==> src/rtl/ram_burst_ctrl.sv <==
// rtl/ram_burst_ctrl.sv - burst read/write initiator for a single-port RAM with power-on zero-fill
module ram_burst_ctrl #(
  parameter int WIDTH = 8,
  parameter int DEPTH = 4
) (
  input  logic             clk,
  input  logic             rstn,
  input  logic             cmd_valid,
  output logic             cmd_ready,
  input  logic             cmd_write,
  input  logic [DEPTH-1:0] cmd_addr,
  input  logic [DEPTH-1:0] cmd_len,
  input  logic             wr_valid,
  output logic             wr_ready,
  input  logic [WIDTH-1:0] wr_data,
  output logic             rd_valid,
  input  logic             rd_ready,
  output logic [WIDTH-1:0] rd_data,
  output logic             rd_last,
  output logic             busy,
  output logic             init_done,
  output logic             ram_en,
  output logic [DEPTH-1:0] ram_addr,
  output logic [WIDTH-1:0] ram_wdata,
  input  logic [WIDTH-1:0] ram_rdata
);

  typedef enum logic [2:0] {
    S_INIT,
    S_IDLE,
    S_WRITE,
    S_RD_ADDR,
    S_RD_WAIT,
    S_RD_RESP
  } state_e;

  localparam logic [DEPTH-1:0] LAST_ADDR = '1;

  state_e           state_q;
  logic [DEPTH-1:0] init_cnt_q;
  logic [DEPTH-1:0] addr_q;
  logic [DEPTH-1:0] beats_q;
  logic             init_done_q;
  logic [WIDTH-1:0] rd_data_q;

  always_ff @(posedge clk or negedge rstn) begin
    if (!rstn) begin
      state_q     <= S_INIT;
      init_cnt_q  <= '0;
      addr_q      <= '0;
      beats_q     <= '0;
      init_done_q <= 1'b0;
      rd_data_q   <= '0;
    end else begin
      case (state_q)
        S_INIT: begin
          init_cnt_q <= init_cnt_q + 1'b1;
          if (init_cnt_q == LAST_ADDR) begin
            init_done_q <= 1'b1;
            state_q     <= S_IDLE;
          end
        end
        S_IDLE: begin
          if (cmd_valid) begin
            addr_q  <= cmd_addr;
            beats_q <= cmd_len;
            state_q <= cmd_write ? S_WRITE : S_RD_ADDR;
          end
        end
        S_WRITE: begin
          if (wr_valid) begin
            addr_q <= addr_q + 1'b1;
            if (beats_q == '0) state_q <= S_IDLE;
            else               beats_q <= beats_q - 1'b1;
          end
        end
        S_RD_ADDR: state_q <= S_RD_WAIT;
        // The RAM registered the read on the RD_ADDR edge, so its output is valid now.
        S_RD_WAIT: begin
          rd_data_q <= ram_rdata;
          state_q   <= S_RD_RESP;
        end
        S_RD_RESP: begin
          if (rd_ready) begin
            addr_q <= addr_q + 1'b1;
            if (beats_q == '0) begin
              state_q <= S_IDLE;
            end else begin
              beats_q <= beats_q - 1'b1;
              state_q <= S_RD_ADDR;
            end
          end
        end
        default: state_q <= S_INIT;
      endcase
    end
  end

  assign cmd_ready = (state_q == S_IDLE);
  assign wr_ready  = (state_q == S_WRITE);
  assign rd_valid  = (state_q == S_RD_RESP);
  assign rd_last   = (state_q == S_RD_RESP) && (beats_q == '0);
  assign rd_data   = rd_data_q;
  assign busy      = (state_q != S_IDLE);
  assign init_done = init_done_q;

  // Write enable is only ever raised by INIT or a live write beat.
  always_comb begin
    ram_en    = 1'b0;
    ram_addr  = addr_q;
    ram_wdata = '0;
    case (state_q)
      S_INIT: begin
        ram_en   = 1'b1;
        ram_addr = init_cnt_q;
      end
      S_WRITE: begin
        ram_en    = wr_valid;
        ram_wdata = wr_valid ? wr_data : '0;
      end
      default: ;
    endcase
  end

endmodule

==> config.mk <==
export PLATFORM = sky130hd
export DESIGN_NAME = ram_burst_ctrl
export DESIGN_NICKNAME = d
export VERILOG_FILES = /design/src/rtl/ram_burst_ctrl.sv
export SDC_FILE = /design/constraint.sdc
export NUM_CORES = 1
export LEC_CHECK = 0
export CAP_MARGIN = 10
export CORE_ASPECT_RATIO = 1.75
export CORE_MARGIN = 4
export CORE_UTILIZATION = 47
export DETAILED_ROUTE_END_ITERATION = 10
export MAX_ROUTING_LAYER = met4
export PLACE_DENSITY_LB_ADDON = 0.1
export SLEW_MARGIN = 10
export SYNTH_ARGS = -nofsm -noshare
export SYNTH_HDL_FRONTEND = slang
export SYNTH_SLANG_ARGS = --single-unit
==> constraint.sdc <==
create_clock -name clk -period 3.7 [get_ports clk]
set_input_delay 0.74 -clock clk [delete_from_list [all_inputs] [get_ports clk]]
set_output_delay 0.74 -clock clk [all_outputs]
set_load 0.005 [all_outputs]
==> impl_metrics.tcl, run 1 <==
set metrics [dict create \
    path_class "in2out" \
    cts_num_sinks 24 \
    hpwl_um 2694 \
    hold_start "init_done" \
    layout_common_cells "56 x clkdlybuf4s50_1, 24 x dfrtp_1, 12 x mux2_2" \
    synth_edf_count 0 \
    power_density_mw_per_mm2 757.5 \
    tritoncts "built" \
    post-route-period-util_pct 83.53 \
    critPathTopFamily "buffers and inverters" \
    crit_path_start_kind "input port" \
    max_freq_mhz 323.6 \
    rsz0062_at_grt "no" \
    synth_top_flop_cell "dfrtp_1" \
    ys_seq_elements 24 \
    crit_chain "clkdlybuf4s50_1 -> and4bb_1 -> and2_1 -> clkdlybuf4s50_1" \
    setup_ws_ns 0.6095 \
    yosysTopAreaCell "dfrtp_1" \
    ys_seq_area_share_pct 41.45 \
    fin_tns_setup_ns 0 \
    peakVddDrop_mv 0.4078 \
    synth_top_cell_area_share_pct 41.45 \
    synthArstFlopShare_pct 100.0 \
    clockRootBuffer "clkbuf_8" \
    fin_worst_skew_ns 0.002774 \
    cts_buffers 3 \
    drv_cap 0 \
    slew_viol_final 0 \
    max_stage_delay_ns 0.51 \
    final_layout_size_suffix_gt1_share_pct 13.37 \
    synth_nets 167 \
    gp_congestion 0.7621 \
    vias_per_cell 5.698 \
    synth.area.top_cells "dfrtp_1 41%, mux2_2 9.3%, mux2i_1 5.5%, and2_1 3.9%, nand2_1 2.8%" \
    final_area_mm2 0.002038 \
    setup_violations 0 \
    chipWidth_um 49.97 \
    area_growth_pct 40.67 \
    grt_overflow_total 0 \
    portBuffers 56 \
    layout_commonest_cell "clkdlybuf4s50_1" \
    hold_class "reg2reg" \
    h-tree-depth 1 \
    cts_setup_buffers 0 \
    diodes 0 \
    grt_usage_pct 18.68 \
    yosys_warnings 0 \
    hold_depth 1 \
    clk_pin_slew_ns 0.08 \
    fin_hold_ws_ns 0.4756 \
    worst_ep_arrival_time_ns 2.35 \
    row_count 26 \
    ctsResizeCount 0 \
    grt_pass1_wl_um 5692 \
    grt_max_degree 25 \
    grt_pass1_vias 1296 \
    tightest_slew_ns 1.086 \
    setup.worst_path.start "wr_valid" \
    p_leak_nw 0.8647 \
    dpl_worst_slack_ns 0.6056 \
    drcViolationCount 0 \
    ant_nets 0 \
    cp_max_fo 10 \
    rr_worst_depth 4 \
    slowest_stage "clkdlybuf4s50_1" \
    endpoint_kind "output port" \
    status "finished clean" \
    start_util_pct 49.49 \
    ys_types 42 \
    max_slew_margin_pct 27.37 \
    core_area_mm2 0.002928 \
    reg2reg_from "state_q[1]" \
    drt_wl_total_um 3447 \
    die_h_um 81.45 \
    dieArea_mm2 0.004070 \
    firstDrtPassIters 4 \
    io-pin-count 57 \
    antenna_found_initial 0 \
    syn_avg_cell_area_um2 10.81 \
    layout.nets 222 \
    clk_path_buf_depth 2 \
    hold_viol 0 \
    vias 1225 \
    synth_area_mm2 0.001449 \
    syn_inst 134 \
    finalPower_mw 1.544 \
    clk_latency_ns 0.27 \
    critical_path_buf_inv_count 2 \
    holdBufCountCts 0 \
    dr.first_iter.drc_count 22 \
    wire_per_inst_um 16.03 \
    critPathRequiredTime_ns 2.96 \
    period_minus_slack_ns 3.091 \
    path_depth 4 \
    placed_area_mm2 0.001997 \
    cpMostUsedCell "clkdlybuf4s50_1" \
]
## final timing paths
kind	endpoint	slack, ns
worst max-delay path	ram_wdata[5]	0.61
min in group asynchronous	rd_data[3]	1.06
worst max register to register	addr_q[2]	1.91
worst min register to register	init_done	0.48
worst min-delay path	init_done	0.48
max in group asynchronous	addr_q[2]	1.99
## routing by layer
layer / track usage [%] / share of wire, % / up-vias
met4: 8.864 / 2.4 / 0
met5: - / 0 / -
met1: 19.39 / 40 / 582
met2: 33.42 / 53 / 46
met3: 3.811 / 5.3 / 7
li1: - / - / 590
## registers in the layout (all words and copies together) (netlist names)
name and flops:
beats_q 4, init_cnt_q 4, addr_q 4, init_done 1, state_q 3, rd_data 8
## synth_stat cells (2+ instances only)
cell / instances
dfrtp_1: 24
mux2_2: 12
nand2_1: 11
and2_1: 9
mux2i_1: 8
o21ai_0: 8
inv_1: 5
nor2b_1: 4
a21oi_1: 3
a22oi_1: 3
buf_4: 3
ha_1: 3
nor3_1: 3
o2bb2ai_1: 3
and3b_1: 2
buf_2: 2
buf_6: 2
nand3_1: 2
nor2_1: 2
nor3b_1: 2
xnor2_1: 2
## where the power goes
part	internal [mW]	switching (mW)	total [mW]
Combinational	0.509	0.341	0.850
Clock	0.0729	0.0795	0.152
Sequential	0.390	0.152	0.542
Total	0.971	0.573	1.54
## worst reg2reg max path, cell delays in order, from the launching register on
cell     delay (ns)
dfrtp_1        0.59
and3b_1        0.34
nor2_4         0.37
mux2i_1        0.26
a22oi_1        0.11
## metrics by stage
stage / instances / util [%]
2_1_floorplan: 134 / -
3_3_place_gp: 212 / 68.21
5_1_grt: 215 / 69.62
6_report: 215 / 69.62
4_1_cts: 215 / 69.62
3_5_place_dp: 212 / 68.21
## area by class of cell
type                            instances  area, um^2
Clock buffer                            3       41.29
Fill cell                             228       889.6
Inverter                                5       18.77
Multi-Input combinational cell         98       774.5
Sequential cell                        24       600.6
Tap cell                               28       35.03
Timing Repair Buffer                   57       568.0
## cells by family (layout without fill, tap and decap cells)
family                   Yosys count  in the layout  synth area share, %
adder cells (fa/ha/maj)            3              3                2.591
AND/OR/NAND/NOR                   48             48                21.85
XOR/XNOR                           3              3                1.814
buffers and inverters             12             65                5.095
multiplexers                      20             20                14.85
flip-flops                        24             24                41.45
AO/OA/AOI/OAI                     24             24                12.35
Power figures use the tool's default switching activity.
==> run 2: changes to the inputs <==
--- a/config.mk
+++ b/config.mk
@@ -8,7 +8,7 @@
 export CAP_MARGIN = 10
 export CORE_ASPECT_RATIO = 1.75
 export CORE_MARGIN = 4
-export CORE_UTILIZATION = 47
+export CORE_UTILIZATION = 39
 export DETAILED_ROUTE_END_ITERATION = 10
 export MAX_ROUTING_LAYER = met4
 export PLACE_DENSITY_LB_ADDON = 0.1
==> constraint.sdc (replaced) <==
create_clock -name clk -period 2.7 [get_ports clk]
set_input_delay 0.54 -clock clk [delete_from_list [all_inputs] [get_ports clk]]
set_output_delay 0.54 -clock clk [all_outputs]
set_load 0.005 [all_outputs]
==> impl_metrics.tcl, run 2 (same netlist as run 1, synthesis figures left out) <==
set metrics [dict create \
    grt_pass1_wl_um 5602 \
    cts_setup_buffers 0 \
    drcViolationCount 0 \
    max_freq_mhz 387.8 \
    power_density_mw_per_mm2 1020 \
    layout_commonest_cell "clkdlybuf4s50_1" \
    period_minus_slack_ns 2.578 \
    reg2reg_from "state_q[2]" \
    layout_common_cells "56 x clkdlybuf4s50_1, 24 x dfrtp_1, 12 x mux2_2" \
    slew_viol_final 0 \
    post-route-period-util_pct 95.50 \
    die_h_um 88.63 \
    holdBufCountCts 0 \
    hold_class "reg2reg" \
    clockPowerShare_pct 9.8 \
    fin_worst_skew_ns 0.002922 \
    tritoncts "built" \
    layout.nets 227 \
    critPathRequiredTime_ns 2.16 \
    p_int_mw 1.351 \
    peakVddDrop_mv 0.5612 \
    grt_pass1_vias 1317 \
    wire_per_inst_um 14.81 \
    rsz0062_at_grt "no" \
    swShare_pct 36.88 \
    setup_ws_ns 0.1216 \
    diodes 0 \
    largest_reg_flops 8 \
    hold_viol 0 \
    portBuffers 56 \
    rr_worst_depth 6 \
    core_area_mm2 0.003592 \
    crit_path_start_kind "flip-flop" \
    row_count 29 \
    vias_per_cell 5.147 \
    placed_cells 235 \
    status "finished clean" \
    final_layout_size_suffix_gt1_share_pct 15.63 \
    dpl_worst_slack_ns 0.1372 \
    io-pin-count 57 \
    grt_usage_pct 16.05 \
    hold_depth 1 \
    fin_tns_setup_ns 0 \
    path_class "reg2out" \
    drv_cap 0 \
    endpoint_kind "output port" \
    p_leak_nw 0.8900 \
    reg2reg_slack_ns 0.80 \
    setup_violations 0 \
    h-tree-depth 1 \
    seqPwrFrac_pct 34.5 \
    reg2reg_to "addr_q[0]" \
    antenna_found_initial 0 \
    combPwrFrac_pct 55.7 \
    grt_max_degree 25 \
    hold_end "init_done" \
    nFillCells 301 \
    gp_congestion 0.8328 \
    cts_buffers 3 \
    grt_overflow_total 0 \
    max_slew_margin_pct 69.76 \
    clk_pin_slew_ns 0.08 \
    area_growth_pct 44.82 \
    clk_path_buf_depth 2 \
    firstDrtPassIters 4 \
    final_cell_count_no_fill 238 \
    clk_latency_ns 0.26 \
    drt_wl_total_um 3525 \
    power_switching_uw 789.0 \
    ant_nets 0 \
    hpwl_um 2768 \
    ctsResizeCount 0 \
    hold_start "init_done" \
    chipWidth_um 54.08 \
    cp_max_fo 13 \
    dieArea_mm2 0.004793 \
    vias 1225 \
    cts_num_sinks 24 \
    start_util_pct 40.33 \
    dr.first_iter.drc_count 49 \
    worst_ep_arrival_time_ns 2.04 \
    tightest_slew_ns 0.4531 \
    clockRootBuffer "clkbuf_8" \
]
## run 2: changes by cell type in the layout (fill, tap and decap cells not counted)
cell	before	now
buf_4	1	6
## run 2: power groups by stage
stage / clock (mW) / combinational, mW / sequential, mW
6_report: 0.209 / 1.19 / 0.739
5_1_grt: 0.227 / 1.32 / 0.771
3_3_place_gp: 0 / 1.17 / 0.730
4_1_cts: 0.216 / 1.21 / 0.740
2_1_floorplan: 0 / 0.786 / 0.660
3_5_place_dp: 0 / 1.20 / 0.747
## run 2: cell type report
class                           instances  area (um^2)  share of cell area, %
Multi-Input combinational cell         98        774.5                  36.91
Sequential cell                        24        600.6                  28.62
Tap cell                               46        57.56                  2.743
Timing Repair Buffer                   62        605.6                  28.86
Clock buffer                            3        41.29                  1.968
Inverter                                5        18.77                 0.8945
## run 2: critical path: stages, from the launching register on
cell             delay, ns
dfrtp_1               0.52
nor3_1                0.23
buf_4                 0.21
mux2_2                0.35
clkdlybuf4s50_1       0.46
## run 2: worst max-delay path by stage
| stage | start | cells past startpoint | end |
|---|---|---|---|
| after CTS | state_q[2] | 4 | ram_wdata[4] |
| final | state_q[1] | 4 | ram_addr[0] |
| after detailed placement | wr_valid | 4 | ram_wdata[4] |
| after floorplan | state_q[1] | 4 | ram_addr[0] |
| after global placement | wr_valid | 4 | ram_wdata[0] |
| after global routing | state_q[2] | 4 | ram_wdata[4] |
## run 2: per-layer routing
metal	part of all wire, %	up-vias	global-route usage [%]
li1	-	596	-
met1	41	575	17.38
met3	6.3	4	2.361
met4	1.3	0	5.896
met5	0	-	-
met2	52	50	28.59
## run 2: per-stage QoR
stage | utilization, % | instance area (um^2) | hold WS [ns] | total power [mW]
after floorplan | - | 1449 | 0.2444 | 1.445
final | 58.41 | 2098 | 0.5128 | 2.140
after detailed placement | 57.26 | 2057 | 0.5000 | 1.948
after global placement | 57.26 | 2057 | 0.4545 | 1.902
after CTS | 58.41 | 2098 | 0.5205 | 2.165
after global routing | 58.41 | 2098 | 0.5333 | 2.318
==> run 3: changes to the inputs <==
--- a/config.mk
+++ b/config.mk
@@ -12,7 +12,9 @@
 export DETAILED_ROUTE_END_ITERATION = 10
 export MAX_ROUTING_LAYER = met4
 export PLACE_DENSITY_LB_ADDON = 0.1
+export RECOVER_POWER = 50
 export SLEW_MARGIN = 10
 export SYNTH_ARGS = -nofsm -noshare
 export SYNTH_HDL_FRONTEND = slang
 export SYNTH_SLANG_ARGS = --single-unit
+export TNS_END_PERCENT = 1
==> impl_metrics.tcl, run 3 (same netlist as run 1, synthesis figures left out) <==
set metrics [dict create \
    hpwl_um 2768 \
    max_slew_margin_pct 11.73 \
    io-pin-count 57 \
    grt_pass1_wl_um 5602 \
    worst_ep_arrival_time_ns 2.04 \
    critPathRequiredTime_ns 2.16 \
    layout.nets 227 \
    rsz0062_at_grt "no" \
    seq_area_um2 600.6 \
    row_count 29 \
    hold_class "reg2reg" \
    period_minus_slack_ns 2.578 \
    cts_setup_buffers 0 \
    h-tree-depth 1 \
    dr.first_iter.drc_count 49 \
    drcViolationCount 0 \
    start_util_pct 40.33 \
    core_area_mm2 0.003592 \
    cts_buffers 3 \
    vias 1229 \
    vias_per_cell 5.164 \
    firstDrtPassIters 4 \
    largest_reg_flops 8 \
    fin_hold_ws_ns 0.5122 \
    post-route-period-util_pct 95.50 \
    grt_overflow_total 0 \
    hold_viol 0 \
    clk_path_buf_depth 2 \
    power_density_mw_per_mm2 1012 \
    status "finished clean" \
    max_freq_mhz 387.8 \
    reg2reg_to "addr_q[0]" \
    drt_wl_total_um 3521 \
    peakVddDrop_mv 0.5611 \
    cts_num_sinks 24 \
    clk_pin_slew_ns 0.08 \
    layout_commonest_cell "clkdlybuf4s50_1" \
    ant_nets 0 \
    tightest_slew_ns 1.324 \
    rr_worst_depth 6 \
    area_growth_pct 44.56 \
    final_area_mm2 0.002095 \
    die_h_um 88.63 \
    p_leak_nw 0.8907 \
    placed_area_mm2 0.002057 \
    antenna_found_initial 0 \
    chipWidth_um 54.08 \
    clockRootBuffer "clkbuf_8" \
    hold_start "rd_data[5]" \
    slew_viol_final 0 \
    nFillCells 303 \
    cp_max_fo 13 \
    final_cell_count_no_fill 238 \
    hold_end "rd_data[5]" \
    path_class "reg2out" \
    hold_depth 1 \
    drv_cap 0 \
    reg2reg_from "state_q[2]" \
    ctsResizeCount 0 \
    endpoint_kind "output port" \
    reg2reg_slack_ns 0.80 \
    wire_per_inst_um 14.79 \
    gp_congestion 0.8328 \
    fin_worst_skew_ns 0.002617 \
    portBuffers 56 \
    layout_common_cells "48 x clkdlybuf4s50_1, 24 x dfrtp_1, 12 x mux2_2" \
    fin_tns_setup_ns 0 \
    diodes 0 \
    final_layout_size_suffix_gt1_share_pct 15.10 \
    tritoncts "built" \
    crit_path_start_kind "flip-flop" \
    multi_input_area_um2 774.5 \
    placed_cells 235 \
    finalPower_mw 2.119 \
    grt_usage_pct 16.05 \
    clk_latency_ns 0.26 \
    holdBufCountCts 0 \
    grt_pass1_vias 1317 \
    grt_max_degree 25 \
    dieArea_mm2 0.004793 \
    setup_violations 0 \
]
-- run 3: changes by cell type in the layout (fill, tap and decap cells not counted) --
cell | before | now
clkdlybuf4s50_1 | 56 | 48
clkbuf_1 | 0 | 1
buf_4 | 6 | 5
dlygate4sd3_1 | 0 | 8
-- run 3: cell type report --
type	instances	share of cell area, %
sequential	24	28.67
inverter	5	0.8961
multi-input combinational	98	36.98
timing repair buffer	62	28.73
clock buffer	3	1.971
tap	46	2.748
-- run 3: worst max path at each step --
| stage | start | to | slack (ns) | cells past startpoint |
|---|---|---|---|---|
| 3_3_place_gp | wr_valid | ram_wdata[0] | 0.18 | 4 |
| 5_1_grt | state_q[2] | ram_wdata[4] | 0.004 | 4 |
| 2_1_floorplan | state_q[1] | ram_addr[0] | 0.84 | 4 |
| 4_1_cts | state_q[2] | ram_wdata[4] | 0.11 | 4 |
| 3_5_place_dp | wr_valid | ram_wdata[4] | 0.14 | 4 |
| 6_report | state_q[1] | ram_addr[0] | 0.12 | 4 |
-- run 3: layer usage --
layer  routed length, um  track usage [%]  up-vias
met4                  47            5.896        0
li1                    -                -      596
met2                1828            28.59       50
met5                   0                -        -
met1                1427            17.38      579
met3                 217            2.361        4
-- run 3: metrics by stage --
stage	setup slack, ns	util (%)
floorplan	0.8357	-
global placement	0.1803	57.26
detailed placement	0.1372	57.26
CTS	0.1101	58.41
global route	0.004220	58.31
finish	0.1216	58.31
-- run 3: worst max-delay path, cell delays in order, from the launching register on --
cell	delay (ns)
dfrtp_1	0.52
nor3_1	0.23
buf_4	0.21
mux2_2	0.35
clkdlybuf4s50_1	0.46
-- run 3: where the power goes --
part / internal [mW] / switching, mW / total [mW]
Combinational: 0.698 / 0.475 / 1.17
Sequential: 0.534 / 0.203 / 0.737
Clock: 0.0997 / 0.110 / 0.209
Total: 1.33 / 0.787 / 2.12
